<file path="config.mk">
export PLATFORM = sky130hd
export DESIGN_NAME = pkt_parser
export DESIGN_NICKNAME = d
export VERILOG_FILES = /design/src/rtl/pkt_parser.sv
export SDC_FILE = /design/constraint.sdc
export NUM_CORES = 1
export LEC_CHECK = 0
export CAP_MARGIN = 10
export CELL_PAD_IN_SITES_DETAIL_PLACEMENT = 1
export CELL_PAD_IN_SITES_GLOBAL_PLACEMENT = 1
export CORE_ASPECT_RATIO = 0.7
export CORE_MARGIN = 4
export CORE_UTILIZATION = 49
export CTS_CLUSTER_DIAMETER = 150
export DETAILED_ROUTE_END_ITERATION = 7
export PLACE_DENSITY_LB_ADDON = 0.1
export SYNTH_ARGS = -nofsm -noshare
export SYNTH_HDL_FRONTEND = slang
export SYNTH_SLANG_ARGS = --single-unit
</file>
<file path="constraint.sdc">
create_clock -name clk -period 8.6 [get_ports clk]
set_input_delay 1.72 -clock clk [delete_from_list [all_inputs] [get_ports clk]]
set_output_delay 1.72 -clock clk [all_outputs]
set_load 0.005 [all_outputs]
</file>
<file path="src/rtl/pkt_parser.sv">
`default_nettype none
// ============================================================================
//  Module      : pkt_parser
//  Description : Receives 8-byte packets one byte per cycle. It checks the
//                XOR checksum and the packet type. Fields of good packets
//                are held on the outputs. Bad, aborted or timed-out packets
//                raise a one-cycle pkt_err pulse.
//  Revision    : 1.0  initial release
// ============================================================================
module pkt_parser #(
  parameter int TIMEOUT = 16
) (
  input  logic        clk,
  input  logic        nrst,
  input  logic [7:0]  in_data,
  input  logic        in_valid,
  input  logic        in_sop,
  output logic [2:0]  fPktType,
  output logic [15:0] sourceID,
  output logic [15:0] destinationID,
  output logic [15:0] payload,
  output logic        newpkt,
  output logic        pkt_err,
  output logic        busy
);

  // Gap counter only has to count up to TIMEOUT-1. The TIMEOUT-th idle
  // cycle aborts the packet instead of incrementing the counter again.
  localparam int            GW       = $clog2(TIMEOUT + 1);
  localparam logic [GW-1:0] GAP_LAST = GW'(TIMEOUT - 1);

  localparam logic [0:0] S_IDLE = 1'b0;
  localparam logic [0:0] S_RECV = 1'b1;

  logic [0:0]    state, state_n;
  logic [2:0]    idx, idx_n;
  logic [7:0]    xor_q, xor_n;
  logic [GW-1:0] gap, gap_n;
  logic [2:0]    b_type, b_type_n;
  logic [15:0]   b_src, b_src_n;
  logic [15:0]   b_dst, b_dst_n;
  logic [15:0]   b_pay, b_pay_n;
  logic          good_evt, err_evt;

  // State register
  always_ff @(posedge clk or posedge nrst) begin
    if (nrst) state <= S_IDLE;
    else      state <= state_n;
  end

  // Next-state and datapath decode; also flags packet completion/drop events
  always_comb begin
    state_n  = state;
    idx_n    = idx;
    xor_n    = xor_q;
    gap_n    = gap;
    b_type_n = b_type;
    b_src_n  = b_src;
    b_dst_n  = b_dst;
    b_pay_n  = b_pay;
    good_evt = 1'b0;
    err_evt  = 1'b0;
    case (state)
      S_IDLE: begin
        // Bytes without sop in IDLE are dropped silently
        if (in_valid && in_sop) begin
          state_n  = S_RECV;
          idx_n    = 3'd1;
          xor_n    = in_data;
          gap_n    = '0;
          b_type_n = in_data[7:5];
        end
      end
      S_RECV: begin
        if (in_valid) begin
          gap_n = '0;
          if (in_sop) begin
            // Abort the current packet; this byte starts the next one
            err_evt  = 1'b1;
            idx_n    = 3'd1;
            xor_n    = in_data;
            b_type_n = in_data[7:5];
          end else if (idx == 3'd7) begin
            state_n = S_IDLE;
            idx_n   = 3'd0;
            if (in_data == xor_q && b_type != 3'b111) good_evt = 1'b1;
            else                                      err_evt  = 1'b1;
          end else begin
            xor_n = xor_q ^ in_data;
            idx_n = idx + 3'd1;
            case (idx)
              3'd1:    b_src_n[15:8] = in_data;
              3'd2:    b_src_n[7:0]  = in_data;
              3'd3:    b_dst_n[15:8] = in_data;
              3'd4:    b_dst_n[7:0]  = in_data;
              3'd5:    b_pay_n[15:8] = in_data;
              3'd6:    b_pay_n[7:0]  = in_data;
              default: ;
            endcase
          end
        end else if (gap == GAP_LAST) begin
          state_n = S_IDLE;
          idx_n   = 3'd0;
          gap_n   = '0;
          err_evt = 1'b1;
        end else begin
          gap_n = gap + 1'b1;
        end
      end
      default: state_n = S_IDLE;
    endcase
  end

  // Output decode
  always_comb begin
    busy = (state == S_RECV);
  end

  // Datapath registers: byte index, running XOR, gap counter, capture buffer
  always_ff @(posedge clk or posedge nrst) begin
    if (nrst) begin
      idx    <= 3'd0;
      xor_q  <= 8'd0;
      gap    <= '0;
      b_type <= 3'd0;
      b_src  <= 16'd0;
      b_dst  <= 16'd0;
      b_pay  <= 16'd0;
    end else begin
      idx    <= idx_n;
      xor_q  <= xor_n;
      gap    <= gap_n;
      b_type <= b_type_n;
      b_src  <= b_src_n;
      b_dst  <= b_dst_n;
      b_pay  <= b_pay_n;
    end
  end

  // Result registers. Fields move only on a good packet; pulses last one cycle
  always_ff @(posedge clk or posedge nrst) begin
    if (nrst) begin
      fPktType      <= 3'd0;
      sourceID      <= 16'd0;
      destinationID <= 16'd0;
      payload       <= 16'd0;
      newpkt        <= 1'b0;
      pkt_err       <= 1'b0;
    end else begin
      newpkt  <= good_evt;
      pkt_err <= err_evt;
      if (good_evt) begin
        fPktType      <= b_type;
        sourceID      <= b_src;
        destinationID <= b_dst;
        payload       <= b_pay;
      end
    end
  end

endmodule
`default_nettype wire

</file>
==> impl_metrics.toml <==
[logic_synthesis]
synthXorXnorAreaFrac_pct = 2.842
synth-edff-count = 0
synth.avg_cell_area_sq_um = 14.42
yosys.area_share.simple_pct = 5.100
postSynthCellCount = 342
synth-seq-cells = 121
syn-cell-area_sq_mm = 0.004931
async_reset_ff_share_pct = 100.0
synth_nets = 361
synth_compound_area_share_pct = 2.893
synth_top_family_by_area = "multiplexers"
ys_seq_area_share_pct = 61.41
yosysWarnings = 0
ys.flop_type = "dfrtp_1"
synth_mux_area_share_pct = 23.29
synth-adder-area-share_pct = 1.776
yosysUniqueCellTypes = 35

[global_route]
grt_pass1_vias = 3385
grt_pass1_wl_um = 20160
grt_use_total_pct = 23.17
grt_overflow_total = 0
antenna_found_initial = 0
grt_max_degree = 74

[floorplanning]
core_area_sq_mm = 0.009759
die_h_um = 91.93
die_w_um = 127.9
fp-row-count = 30
dieArea_sq_mm = 0.01176
start_util_pct = 50.53
ios = 66

[worst_setup_path]
endpoint_kind = "flip-flop"
r2r-end = "destinationID[9]"
crit_buf_inv = 2
cp_max_fo = 51
critPathMaxStageDelay_ns = 0.64
required_ns = 8.89
r2r_cells = 7
r2r_slack_ns = 5.94
timing.rr.start = "idx[1]"
critPathTopFamily = "buffers and inverters"
cpMaxStageDelayCell = "clkdlybuf4s50_1"
critPathLaunchType = "primary input"
cp.arrival_ns = 4.45
critPathKind = "in -> reg"
worstPathCellList = "clkdlybuf4s50_1 -> xor2_1 -> or4b_4 -> nor3_4 -> buf_4 -> mux2_1"

[place]
dpl_cell_area_sq_mm = 0.005657
dp_hpwl_um = 7480
gp_congestion = 0.7456
portBuffers = 65

[pwr]
p_per_area_mw_per_mm2 = 283.8
p_leak_nw = 3.049
vdd_drop_max_v = 0.0001431
total_power_mw = 1.791

[clocking]
clockRootBuffer = "clkbuf_16"
post_cts_buffers = 0
cts_hold_repair.buffers = 0
clock_path_buffers = 2
clock-sinks = 121
clk_pin_slew_ns = 0.06
htreeDepth = 4
clock_latency_ns = 0.42
cts-resized-gates = 0
cts_made_buffers = 17
cts_tree = "built"

[min_path]
min_path_type = "reg -> reg"
hold_end = "sourceID[7]"
hold_depth = 1
min_from = "b_src[7]"

[layout]
nFillCells = 913
mostFrequentLayoutCell = "dfrtp_1"
final_nets = 429
layout_common_cells = "dfrtp_1 (121), clkdlybuf4s50_1 (65), mux2_2 (51), mux2_1 (51), nand2_1 (25)"
area_delta_synth_final_pct = 27.96
regArea_sq_mm = 0.003028
diodes = 0
drive_above_1_share_pct = 20.80
final_cell_area_sq_mm = 0.006310
multi_input_area_sq_mm = 0.001770

[detailed_routing]
postRouteAntennaNets = 0
num_vias = 2993
drc = 0
routed_wl_um = 12590
via_per_inst = 5.432
wire_per_inst_um = 22.85
drtIter0Drc = 96
first_pass_iters = 4

[timing]
slew_headroom_pct = 36.99
slew_violations = 0
hold-worst-slack_ns = 0.4839
rsz0062_at_grt = "false"
final.setup.tns_ns = 0
setup_viol = 0
fin_skew_ns = 0.007300
worst_pin_slew_ns = 0.9452
post-route-min-period_ns = 4.161
hold_viol = 0
finalCritPeriodShare_pct = 48.38
timing.fmax_mhz = 240.3

[run_status]
status = "finished clean"

[flow_run]
maxCapViolCount = 0
[cell usage after synthesis, types with 2 or more instances]
library cell | count | share of area, %
a21oi_1 | 4 | 0.41
and3_1 | 5 | 0.63
buf_6 | 5 | 1.1
clkbuf_1 | 13 | 0.99
dfrtp_1 | 121 | 61
ha_1 | 7 | 1.8
inv_1 | 5 | 0.38
mux2_1 | 51 | 12
mux2_2 | 51 | 12
nand2_1 | 25 | 1.9
nand3_1 | 3 | 0.30
nor2_1 | 6 | 0.46
nor2b_1 | 2 | 0.25
o21a_1 | 3 | 0.46
o21ai_0 | 2 | 0.20
o22ai_1 | 2 | 0.25
o2bb2ai_1 | 3 | 0.53
o31ai_1 | 2 | 0.30
or3_1 | 2 | 0.25
xor2_1 | 15 | 2.7
[kinds of logic after synthesis]
family | after synthesis
simple gates | 50
compound gates | 21
buf+inv | 25
xor+xnor | 16
mux | 102
fa+ha+maj | 7
flops | 121
[metal layers]
metal	up-vias	track usage (%)	share of wire (%)
li1	1341	-	-
met1	1579	30.58	46
met2	58	37.67	49
met3	15	5.879	3.6
met4	0	7.509	1.2
met5	-	0	0
[state kept, by name, indices dropped and copies added (netlist names)]
register / flops
b_dst: 16
b_pay: 16
b_src: 16
b_type: 3
busy: 1
destinationID: 16
fPktType: 3
gap: 5
idx: 3
newpkt: 1
payload: 16
pkt_err: 1
sourceID: 16
xor_q: 8
[worst register-to-register path, cell delays in order, from the launching register on]
cell and delay, ns:
dfrtp_1 0.43, ha_1 0.21, ha_1 0.20, nand4b_1 0.13, or3_1 0.39, nor3_4 0.11
buf_4 0.61, mux2_1 0.45
[worst max-delay path by stage]
| stage | start | depth (start not counted) | endpoint | slack (ns) |
|---|---|---|---|---|
| global route | in_data[2] | 6 | destinationID[9] | 4.35 |
| detailed placement | in_data[2] | 6 | sourceID[15] | 4.04 |
| finish | in_data[2] | 6 | destinationID[9] | 4.44 |
| CTS | in_data[2] | 6 | destinationID[9] | 4.43 |
| global placement | in_data[2] | 6 | fPktType[1] | 4.06 |
| floorplan | nrst | 1 | b_dst[0] | 3.67 |
[report_power, final]
group / switching [mW] / internal, mW
Sequential: 0.0845 / 0.690
Combinational: 0.109 / 0.118
Clock: 0.262 / 0.528
Total: 0.455 / 1.34
[stage by stage]
stage	worst slack, ns	std cells	utilization [%]
after floorplan	3.666	342	-
after global placement	4.062	519	57.96
after detailed placement	4.038	519	57.96
after CTS	4.431	551	64.65
after global routing	4.348	551	64.65
final	4.439	551	64.65
[area by class of cell]
cell class,count,share of cell area (%)
multi-input combinational,196,28.06
tap,128,2.538
sequential,121,47.99
clock inverter,12,3.113
clock buffer,20,7.238
inverter,6,0.3966
timing repair buffer,68,10.67
Note: power is estimated with default switching activity, not from simulation.
